**config.mk**
```make
export PLATFORM = sky130hd
export DESIGN_NAME = mul_div_seq
export DESIGN_NICKNAME = d
export VERILOG_FILES = /design/src/rtl/mul_div_seq.sv
export SDC_FILE = /design/constraint.sdc
export NUM_CORES = 1
export LEC_CHECK = 0
export CORE_AREA = 2 2 160 162
export DETAILED_ROUTE_END_ITERATION = 6
export DIE_AREA = 0 0 162 164
export GPL_TIMING_DRIVEN = 0
export PLACE_DENSITY_LB_ADDON = 0.08
export SLEW_MARGIN = 20
export SYNTH_ARGS = -nofsm -noshare
export SYNTH_HDL_FRONTEND = slang
export SYNTH_SLANG_ARGS = --single-unit
```
**constraint.sdc**
```tcl
create_clock -name CLK -period 12 [get_ports CLK]
set_clock_uncertainty 0.1 [all_clocks]
set_input_delay 2.4 -clock CLK [delete_from_list [all_inputs] [get_ports CLK]]
set_output_delay 2.4 -clock CLK [all_outputs]
set_load 0.005 [all_outputs]
```
**src/rtl/mul_div_seq.sv**
```systemverilog
// Sequential RV32M divide unit (DIV/DIVU/REM/REMU): radix-2 restoring division,
// one quotient bit per clock, start/done handshake, result held until the next accept.
module mul_div_seq #(
  parameter int WIDTH = 32,
  parameter int CNT_W = 6
) (
  input  logic             CLK,
  input  logic             nRST,
  input  logic             start,
  input  logic [1:0]       op,
  input  logic [WIDTH-1:0] port_a,
  input  logic [WIDTH-1:0] port_b,
  input  logic             flush,
  output logic             busy,
  output logic             done,
  output logic [WIDTH-1:0] result,
  output logic             div_zero
);

  typedef enum logic [1:0] {IDLE, BUSY, DONE} state_t;

  localparam logic [WIDTH-1:0] MIN_NEG = {1'b1, {(WIDTH-1){1'b0}}};

  state_t           state_q;
  logic             busy_q, done_q, div_zero_q;
  logic             fast_q, is_rem_q, neg_quo_q, neg_rem_q;
  logic [CNT_W-1:0] cnt_q;
  logic [WIDTH-1:0] rem_q, quo_q, dvsr_q, result_q;

  logic             is_signed, a_neg, b_neg, b_zero, ovf, accept;
  logic [WIDTH-1:0] abs_a, abs_b, fast_val;
  logic [WIDTH:0]   shifted, trial;
  logic [WIDTH-1:0] rem_d, quo_d, quo_fix, rem_fix, result_d;

  // Operand conditioning at accept, plus one restoring step on the held state.
  // The WIDTH+1 bit trial keeps the borrow, and abs(MIN_NEG) is read as unsigned.
  always_comb begin
    is_signed = ~op[0];
    a_neg     = is_signed & port_a[WIDTH-1];
    b_neg     = is_signed & port_b[WIDTH-1];
    abs_a     = a_neg ? -port_a : port_a;
    abs_b     = b_neg ? -port_b : port_b;
    b_zero    = (port_b == '0);
    ovf       = is_signed && (port_a == MIN_NEG) && (port_b == '1);
    if (b_zero) fast_val = op[1] ? port_a : '1;
    else        fast_val = op[1] ? '0 : MIN_NEG;
    accept    = start && !flush && (state_q != BUSY);

    shifted   = {rem_q, quo_q[WIDTH-1]};
    trial     = shifted - {1'b0, dvsr_q};
    rem_d     = trial[WIDTH] ? shifted[WIDTH-1:0] : trial[WIDTH-1:0];
    quo_d     = {quo_q[WIDTH-2:0], ~trial[WIDTH]};
    quo_fix   = neg_quo_q ? -quo_d : quo_d;
    rem_fix   = neg_rem_q ? -rem_d : rem_d;
    result_d  = fast_q ? quo_q : (is_rem_q ? rem_fix : quo_fix);
  end

  // Control FSM and datapath registers; fast-path results are parked in quo_q.
  always_ff @(posedge CLK) begin
    if (!nRST) begin
      state_q    <= IDLE;
      busy_q     <= 1'b0;
      done_q     <= 1'b0;
      div_zero_q <= 1'b0;
      result_q   <= '0;
      fast_q     <= 1'b0;
      is_rem_q   <= 1'b0;
      neg_quo_q  <= 1'b0;
      neg_rem_q  <= 1'b0;
      cnt_q      <= '0;
      rem_q      <= '0;
      quo_q      <= '0;
      dvsr_q     <= '0;
    end else if (flush) begin
      state_q <= IDLE;
      busy_q  <= 1'b0;
      done_q  <= 1'b0;
    end else begin
      case (state_q)
        BUSY: begin
          if (fast_q || cnt_q == CNT_W'(1)) begin
            state_q  <= DONE;
            busy_q   <= 1'b0;
            done_q   <= 1'b1;
            result_q <= result_d;
          end
          if (!fast_q) begin
            rem_q <= rem_d;
            quo_q <= quo_d;
            cnt_q <= cnt_q - CNT_W'(1);
          end
        end
        default: begin
          done_q <= 1'b0;
          if (accept) begin
            state_q    <= BUSY;
            busy_q     <= 1'b1;
            is_rem_q   <= op[1];
            div_zero_q <= b_zero;
            fast_q     <= b_zero | ovf;
            neg_quo_q  <= a_neg ^ b_neg;
            neg_rem_q  <= a_neg;
            rem_q      <= '0;
            quo_q      <= (b_zero | ovf) ? fast_val : abs_a;
            dvsr_q     <= abs_b;
            cnt_q      <= CNT_W'(WIDTH);
          end else begin
            state_q <= IDLE;
          end
        end
      endcase
    end
  end

  assign busy     = busy_q;
  assign done     = done_q;
  assign result   = result_q;
  assign div_zero = div_zero_q;

endmodule

```
# [Yosys cells after proc, flatten, opt, wreduce, memory -nomap -nowiden]
# Cells that the tools add are included.
[word_totals] reg_bits=143 word_cells=75
[classes] add_sub_neg=6 eq_ne=7 muxes=26 bitwise=9 n_reduce_logical=14
[op_table] operator="$mux W32" n=17
[op_table] operator="$neg A32 Y32" n=4
[op_table] operator="$eq A32 B32 Y1 const B" n=2
[op_table] operator="$sub A33 B32 Y33" n=1
[op_table] operator="$logic_not A32 Y1" n=1
[op_table] operator="$mux W6" n=3
[op_table] operator="$reduce_and A3 Y1" n=3
[op_table] operator="$eq A6 B1 Y1 const B" n=1
[op_table] operator="$sub A6 B1 Y6 const B" n=1
[op_table] operator="$not A1 Y1" n=5
[op_table] operator="$logic_and A1 B1 Y1" n=4
[op_table] operator="$mux W1" n=4
[op_table] operator="$mux W2" n=2
[op_table] operator="$ne A2 B2 Y1 const B" n=2
[op_table] operator="$reduce_or A3 Y1" n=1
[op_table] operator="$and A1 B1 Y1" n=2
[op_table] operator="$eq A2 B1 Y1 const B" n=1
[op_table] operator="$ne A2 B1 Y1 const B" n=1
[op_table] operator="$reduce_and A2 Y1" n=1
[op_table] operator="$reduce_bool A2 Y1" n=1
[op_table] operator="$reduce_or A2 Y1" n=1
[op_table] operator="$logic_not A1 Y1" n=1
[op_table] operator="$logic_or A1 B1 Y1" n=1
[op_table] operator="$or A1 B1 Y1" n=1
[op_table] operator="$xor A1 B1 Y1" n=1

# [Depth between registers and ports, before layout]
# Gate-level depths: netlist of the first run.
[depth] ltp_word=7 mapped_depth=24 mapped_depth_nobuf=21

# [Worst setup path before layout of the first run]
# OpenSTA, ideal clock, no wires.
[synth_timing] path_kind="input to register" from="input port port_b[1]" to="register quo_q[15]" arrival_time_ns=5.113 slack_ns=6.696 cell_stages=12 path_buffers=1 path_cell_list="inv_1 ha_1 or3b_2 nor4b_2 and3_1 nand3_1 nor4_2 clkbuf_1 nor2_1 nor2_1 o221ai_1 a311oi_1"
[synth_between] elab_chain_cells=6 word_cells_on_any_way=8 cone_classes="1 x eq/ne; 4 x mux; 1 x bitwise; 2 x reduce/logical"
[synth_rtl] element="from (decl)" line="12" source="input logic [WIDTH-1:0] port_b,"
[synth_rtl] element="$eq A32 B32 Y1" line="44" source="ovf = is_signed && (port_a == MIN_NEG) && (port_b == '1);"
[synth_rtl] element="$logic_and A1 B1 Y1" line="44"
[synth_rtl] element="$or A1 B1 Y1" line="104" source="quo_q <= (b_zero | ovf) ? fast_val : abs_a;"
[synth_rtl] element="$mux W32 *" line="104"
[synth_rtl] element="$mux W32 *" line="95" source="if (accept) begin"
[synth_rtl] element="$mux W32 *" line="79" source="case (state_q)"
[synth_rtl] element="to (signal assigned)" line="89" source="quo_q <= quo_d;"
[synth_rtl] element="to (signal assigned)" line="104"
[synth_rtl] element="to (decl)" line="28" source="logic [WIDTH-1:0] rem_q, quo_q, dvsr_q, result_q;"
# Every way passes the cells marked *; elsewhere a longest branch is shown, timed or not. The select of a mux whose other input is x is not followed.
# A chain may end at the register's enable or synchronous reset.

# [Worst setup path in the final report of the first run]
[layout_timing] from="input port port_b[0]" to="register quo_q[1]"
# The elaborated chain is that of the path after synthesis.

==> out/results.tsv, run 1 <==
stage	metric	value	unit
run_status	status	finished with violations	
run_status	violations	design-rule violations	
grt	grt_max_degree	17	
yosys	avgSynthCellArea	7.165	um2
timing	grt_setup_unrepaired	false	
timing	tightestPinTransition	1.149	ns
layout	stdcell_count	2114	
timing	fin_crit_sh	0.5562	
grt	overflow	0	
yosys	yosysTopAreaCell	dfxtp_1	
cts	insertion_delay	0.43	ns
yosys	ys.warnings.count	0	
timing	hold_viol	0	
run	maxCapViolations	0	
floorplan	initial_core_util	0.4761	
floorplan	chipHeight	164	um
yosys	yosysMostFrequentCell	nor2_1	
placed_design	dp_hpwl	35360	um
cts	clockRootBuffer	clkbuf_16	
drt	drt_iter0_drc	1202	
critical_path	critPathLaunchType	primary input	
layout	diodes	0	
power	power.total	1.425	mW
placed_design	post_dp_cell_area	13270	um2
cts	htreeDepth	4	
drt	num_vias	13331	
timing	final_max_slew_viol_count	0	
critical_path	cp_max_fo	8	
yosys	synth_top_cell_area_share	0.2423	
yosys	synthesis.area	11820	um2
timing	setup_viol	0	
floorplan	row_count	58	
grt	gr-usage-all-layers	0.3363	
yosys	ys_top_cells_by_count	257 x nor2_1, 175 x a21oi_1, 143 x dfxtp_1	
grt	grt_first_pass_wirelength	69030	um
placed_design	gp_congestion	0.9865	
grt	grt_pass1_vias	12254	
timing	max_freq	0.1498	GHz
timing	slew_headroom	0.2141	
yosys	ys_async_sr_fraction	0	
yosys	ys.flop_type	dfxtp_1	
critical_path	worstSetupPathType	primary input to flip-flop	
critical_path	crit_arrival	6.86	ns
timing	holdWs	0.3618	ns
drt	postRouteAntennaNets	0	
power	ir_worst_vdd	104.0	uV
yosys	synth.area.top_cells	dfxtp_1 24%, nor2_1 8.2%, a21oi_1 7.4%, xnor2_1 4.2%, ha_1 4.1%	
cts	clkSlewWorstSetupHoldPaths	0.06	ns
timing	setup_tns	0	ns
yosys	synth_edf_count	0	
drt	routed_wl	45080	um
drt	drc	1	
critical_path	required	12.19	ns
placed_design	port_buffers	102	
yosys	ys_types	92	
cts	holdBufCountCts	0	
cts	cts_made_buffers	17	
yosys	synth.net_count	1759	
drt	wl_per_cell	21.32	um
critical_path	critPathCaptureType	flip-flop	
drt	routed_via_density	6.306	
cts	cts_max_path_buffers	2	
cts	cts_tree	built	
drt	dr.pass1.iters	7	
floorplan	io_pins	105	
floorplan	core_area	24820	um2
power	p_leak	5.088	nW
layout	drive_gt1_frac	0.04821	
yosys	ys_ff_latch	143	
timing	min_period	6.674	ns
layout	area_growth	17.23	%
yosys	synthCells	1649	
min_path	min_path_type	flip-flop to flip-flop	
layout	num-nets-final	1881	
grt	grt_antenna_before_repair	1	
cts	cts_resized	0	
yosys	yosysSeqAreaShare	0.2423	
cts	clock_sinks	143	
placed_design	placedCellCount	2082	
floorplan	dieWidth	162	um
cts	post_cts.repair.setup_buffers	0	
layout	final.fill_count	2495	
floorplan	dieArea	26570	um2
power	p_per_area	102.9	nW/um2
layout	design_area	13850	um2
## state kept, by name (all words and copies together), names as in the netlist
| register | cells |
|---|---|
| quo_q | 32 |
| div_zero | 1 |
| fast_q | 1 |
| busy | 1 |
| neg_rem_q | 1 |
| result | 32 |
| neg_quo_q | 1 |
| dvsr_q | 32 |
| cnt_q | 6 |
| rem_q | 32 |
| is_rem_q | 1 |
| done | 1 |
| state_q | 2 |
## critical path, cell delays in order
cell and delay [ns]:
clkdlybuf4s50_1 0.52, inv_1 0.10, ha_1 0.16, or3b_2 0.50
nor4b_2 0.47, nand2_1 0.09, nor2_1 0.22, and2_1 0.21
nand4_1 0.32, o21ai_1 0.49, nor2_1 0.07, a2111oi_0 1.02
a211o_1 0.19, a21oi_1 0.07
## layout by cell type, fill, tap and decap left out, types with 22 or more instances in the layout
cell / instances
nand3_1: 28
a21oi_1: 175
ha_1: 39
clkbuf_1: 88
o21ai_1: 23
xnor2_1: 57
dfxtp_1: 143
nor3_1: 45
xor2_1: 49
clkdlybuf4s50_1: 102
nor2_1: 257
o211ai_1: 24
o21ai_0: 84
o221ai_1: 22
nor4_1: 23
inv_1: 67
nand2_1: 112
o31ai_1: 23
a211oi_1: 44
## layer usage
metal | global-route usage | vias up | part of all wire
met4 | 0.1472 | 2 | 0.042
met5 | 0 | - | 0.00018
met3 | 0.07525 | 124 | 0.091
met1 | 0.4526 | 6224 | 0.44
met2 | 0.5164 | 673 | 0.43
li1 | - | 6308 | -
## final cells by class
type | count | area [um2] | area share
inverter | 69 | 261.5 | 0.01888
buffer | 113 | 465.4 | 0.03360
clock buffer | 18 | 439.2 | 0.03171
timing repair buffer | 103 | 1032 | 0.07453
tap | 330 | 412.9 | 0.02981
sequential | 143 | 2863 | 0.2067
clock inverter | 14 | 146.4 | 0.01057
multi-input combinational | 1324 | 8230 | 0.5942
## metrics by stage
stage | setup WS, ns | utilization
after floorplan | 6.696 | -
after global placement | 5.030 | 0.5338
after detailed placement | 5.076 | 0.5345
after CTS | 5.525 | 0.5581
after global routing | 5.064 | 0.5581
final | 5.326 | 0.5581
## power breakdown
part | total, mW | switching (mW) | leakage [nW] | internal, mW
Clock | 0.541 | 0.242 | 0.282 | 0.299
Combinational | 0.367 | 0.231 | 3.64 | 0.136
Sequential | 0.517 | 0.0223 | 1.16 | 0.494
## logic make-up (layout without fill, tap and decap cells)
| logic type | Yosys count | in the layout | share of synthesized area |
|---|---|---|---|
| xor+xnor | 106 | 106 | 0.07858 |
| simple gates | 591 | 591 | 0.2347 |
| buf+inv | 182 | 317 | 0.06153 |
| fa+ha+maj | 40 | 40 | 0.04300 |
| mux | 25 | 25 | 0.02203 |
| compound gates | 562 | 562 | 0.3179 |
| flops | 143 | 143 | 0.2423 |
## worst paths after layout
path / start / to / slack, ns / depth (start not counted)
worst min-delay path: result[1] / result[1] / 0.36 / 2
worst max-delay path: port_b[0] / quo_q[1] / 5.33 / 14
worst min register to register: result[1] / result[1] / 0.36 / 2
worst max register to register: quo_q[31] / result[30] / 5.94 / 23
Power figures use the tool's default switching activity.
==> run 2: changes to the inputs <==
- clock period: 12 -> 5.75 ns (I/O delays scaled with it)
==> run 2 against run 1 <==
Compared with the run above:
- the flow still finishes with violations (design-rule violations)
- first-iteration DRC count rose by 5.8%
- sequential power is 110% higher
- design area rose by 0.11%
- final cell count is the same
- critical path depth rose by 6
- highest routed layer unchanged
==> out/results.tsv, run 2 (same netlist as run 1, synthesis figures left out) <==
stage	metric	value	unit	change
floorplan	initial_core_util	0.4761		unchanged
critical_path	worstSetupPathType	flip-flop to flip-flop		
cts	insertion_delay	0.44	ns	about the same
timing	max_freq	0.1805	GHz	
layout	diodes	0		unchanged
grt	overflow	0		unchanged
timing	hold_viol	0		unchanged
critical_path	r2r_cells	20		-13%
critical_path	required	6.00	ns	-6.19 ns
critical_path	crit_arrival	5.79	ns	-1.07 ns
timing	slew_headroom	0.2609		+0.04684
grt	grt_first_pass_wirelength	68970	um	about the same
timing	setup_viol	0		unchanged
drt	routed_via_density	6.263		-0.68%
timing	min_period	5.541	ns	
placed_design	dp_hpwl	35360	um	unchanged
grt	grt_antenna_before_repair	1		unchanged
layout	seqCellArea	2863	um2	unchanged
cts	cts_tree	built		
drt	dr.pass1.iters	7		unchanged
layout	area_growth	17.36	%	
power	p_leak	5.093	nW	about the same
floorplan	row_count	58		unchanged
layout	drive_gt1_frac	0.04933		+0.001121
min_path	holdCritStartpoint	result[1]		
floorplan	dieArea	26570	um2	unchanged
run_status	status	finished with violations		
cts	cts_made_buffers	17		unchanged
power	power.total	2.977	mW	+110%
floorplan	dieWidth	162	um	unchanged
timing	setup_tns	0	ns	unchanged
run_status	violations	design-rule violations		
min_path	min_path_type	flip-flop to flip-flop		
cts	clock_sinks	143		unchanged
critical_path	critPathLaunchType	flip-flop		
floorplan	chipHeight	164	um	unchanged
cts	holdBufCountCts	0		unchanged
drt	postRouteAntennaNets	0		unchanged
run	maxCapViolations	0		unchanged
layout	num-nets-final	1881		unchanged
layout	mostFrequentLayoutCells	257 x nor2_1, 175 x a21oi_1, 143 x dfxtp_1, 112 x nand2_1, 102 x clkdlybuf4s50_1		
timing	fin_crit_sh	0.9637		
power	p_per_area	214.7	nW/um2	+110%
cts	clockRootBuffer	clkbuf_16		
cts	clkSlewWorstSetupHoldPaths	0.07	ns	about the same
grt	gr-usage-all-layers	0.3358		-0.0004842
critical_path	r2r_start	quo_q[31]		
critical_path	critPathCaptureType	flip-flop		
placed_design	gp_congestion	0.9865		unchanged
floorplan	io_pins	105		unchanged
min_path	hold_path_depth	2		unchanged
drt	routed_wl	44940	um	-0.29%
critical_path	crit_path_start	quo_q[31]		
cts	htreeDepth	4		unchanged
layout	design_area	13870	um2	+0.11%
grt	grt_pass1_vias	12256		+0.016%
timing	tightestPinTransition	1.081	ns	-0.06849 ns
layout	multi_input_area	8234	um2	about the same
drt	num_vias	13241		-0.68%
timing	final_max_slew_viol_count	0		unchanged
drt	drc	4		+3
grt	grt_max_degree	20		+3
layout	final.fill_count	2493		-0.080%
layout	final_common_cell	nor2_1		
critical_path	cp_max_fo	10		+2
cts	cts_max_path_buffers	2		unchanged
drt	drt_iter0_drc	1272		+5.8%
placed_design	post_dp_cell_area	13270	um2	unchanged
floorplan	core_area	24820	um2	unchanged
power	ir_worst_vdd	218.9	uV	+110%
placed_design	port_buffers	102		unchanged
drt	wl_per_cell	21.26	um	-0.29%
-- run 2: changes by cell type in the layout (fill, tap and decap cells not counted) --
cell      delta
mux2i_2      +1
mux2i_1      -1
buf_2        -3
clkbuf_4     +3
buf_4        +1
buf_1        -1
-- run 2: final timing paths --
kind	endpoint	slack, ns
max	result[30]	0.21
min	result[1]	0.36
max reg2reg	result[30]	0.21
min reg2reg	result[1]	0.36
-- run 2: worst max-delay path, stage by stage (launching register included) --
cell      delay, ns
dfxtp_1        0.38
inv_1          0.21
ha_1           0.21
inv_1          0.06
fa_1           0.44
nand3_1        0.13
a21oi_1        0.11
o2111a_1       0.29
o2111a_2       0.31
o21a_4         0.26
nor2_8         0.20
clkbuf_4       0.28
clkbuf_4       0.29
mux2i_2        0.35
ha_1           0.24
o221a_2        0.24
nand3_2        0.12
or4_4          0.54
o31a_1         0.33
xnor2_1        0.13
o31ai_1        0.20
-- run 2: power breakdown --
part	switching, mW	internal (mW)	leakage (nW)
Sequential	0.0466	1.03	1.16
Clock	0.508	0.624	0.282
Combinational	0.482	0.284	3.65
Total	1.04	1.94	5.09
-- run 2: layout make-up --
cell class	instances	share of cell area
clock buffers	18	0.03167
flip-flops and latches	143	0.2065
inverters	69	0.01886
clock inverters	14	0.01056
plain buffers	112	0.03384
repair buffers	104	0.07499
multi-input cells	1324	0.5938
well taps	330	0.02978
-- run 2: what timing repair did --
item	4_1_cts	5_1_grt
setup buffers	0	1
pin swaps	0	1
setup endpoints to repair	3	3
resized for setup	0	4
-- run 2: stage by stage --
stage	utilization	setup WS (ns)	cells	hold WS, ns
global route	0.5587	-0.0001883	2114	0.3911
global placement	0.5338	-0.1408	2081	0.3432
finish	0.5587	0.2089	2114	0.3616
detailed placement	0.5345	-0.1535	2082	0.3543
CTS	0.5579	0.1113	2113	0.3634
floorplan	-	0.9724	1649	0.3319
-- run 2: layer usage --
layer  GRT usage  part of all wire
met1      0.4510              0.44
met2      0.5166              0.43
met3     0.07525             0.091
met4      0.1472             0.041
met5           0           0.00018
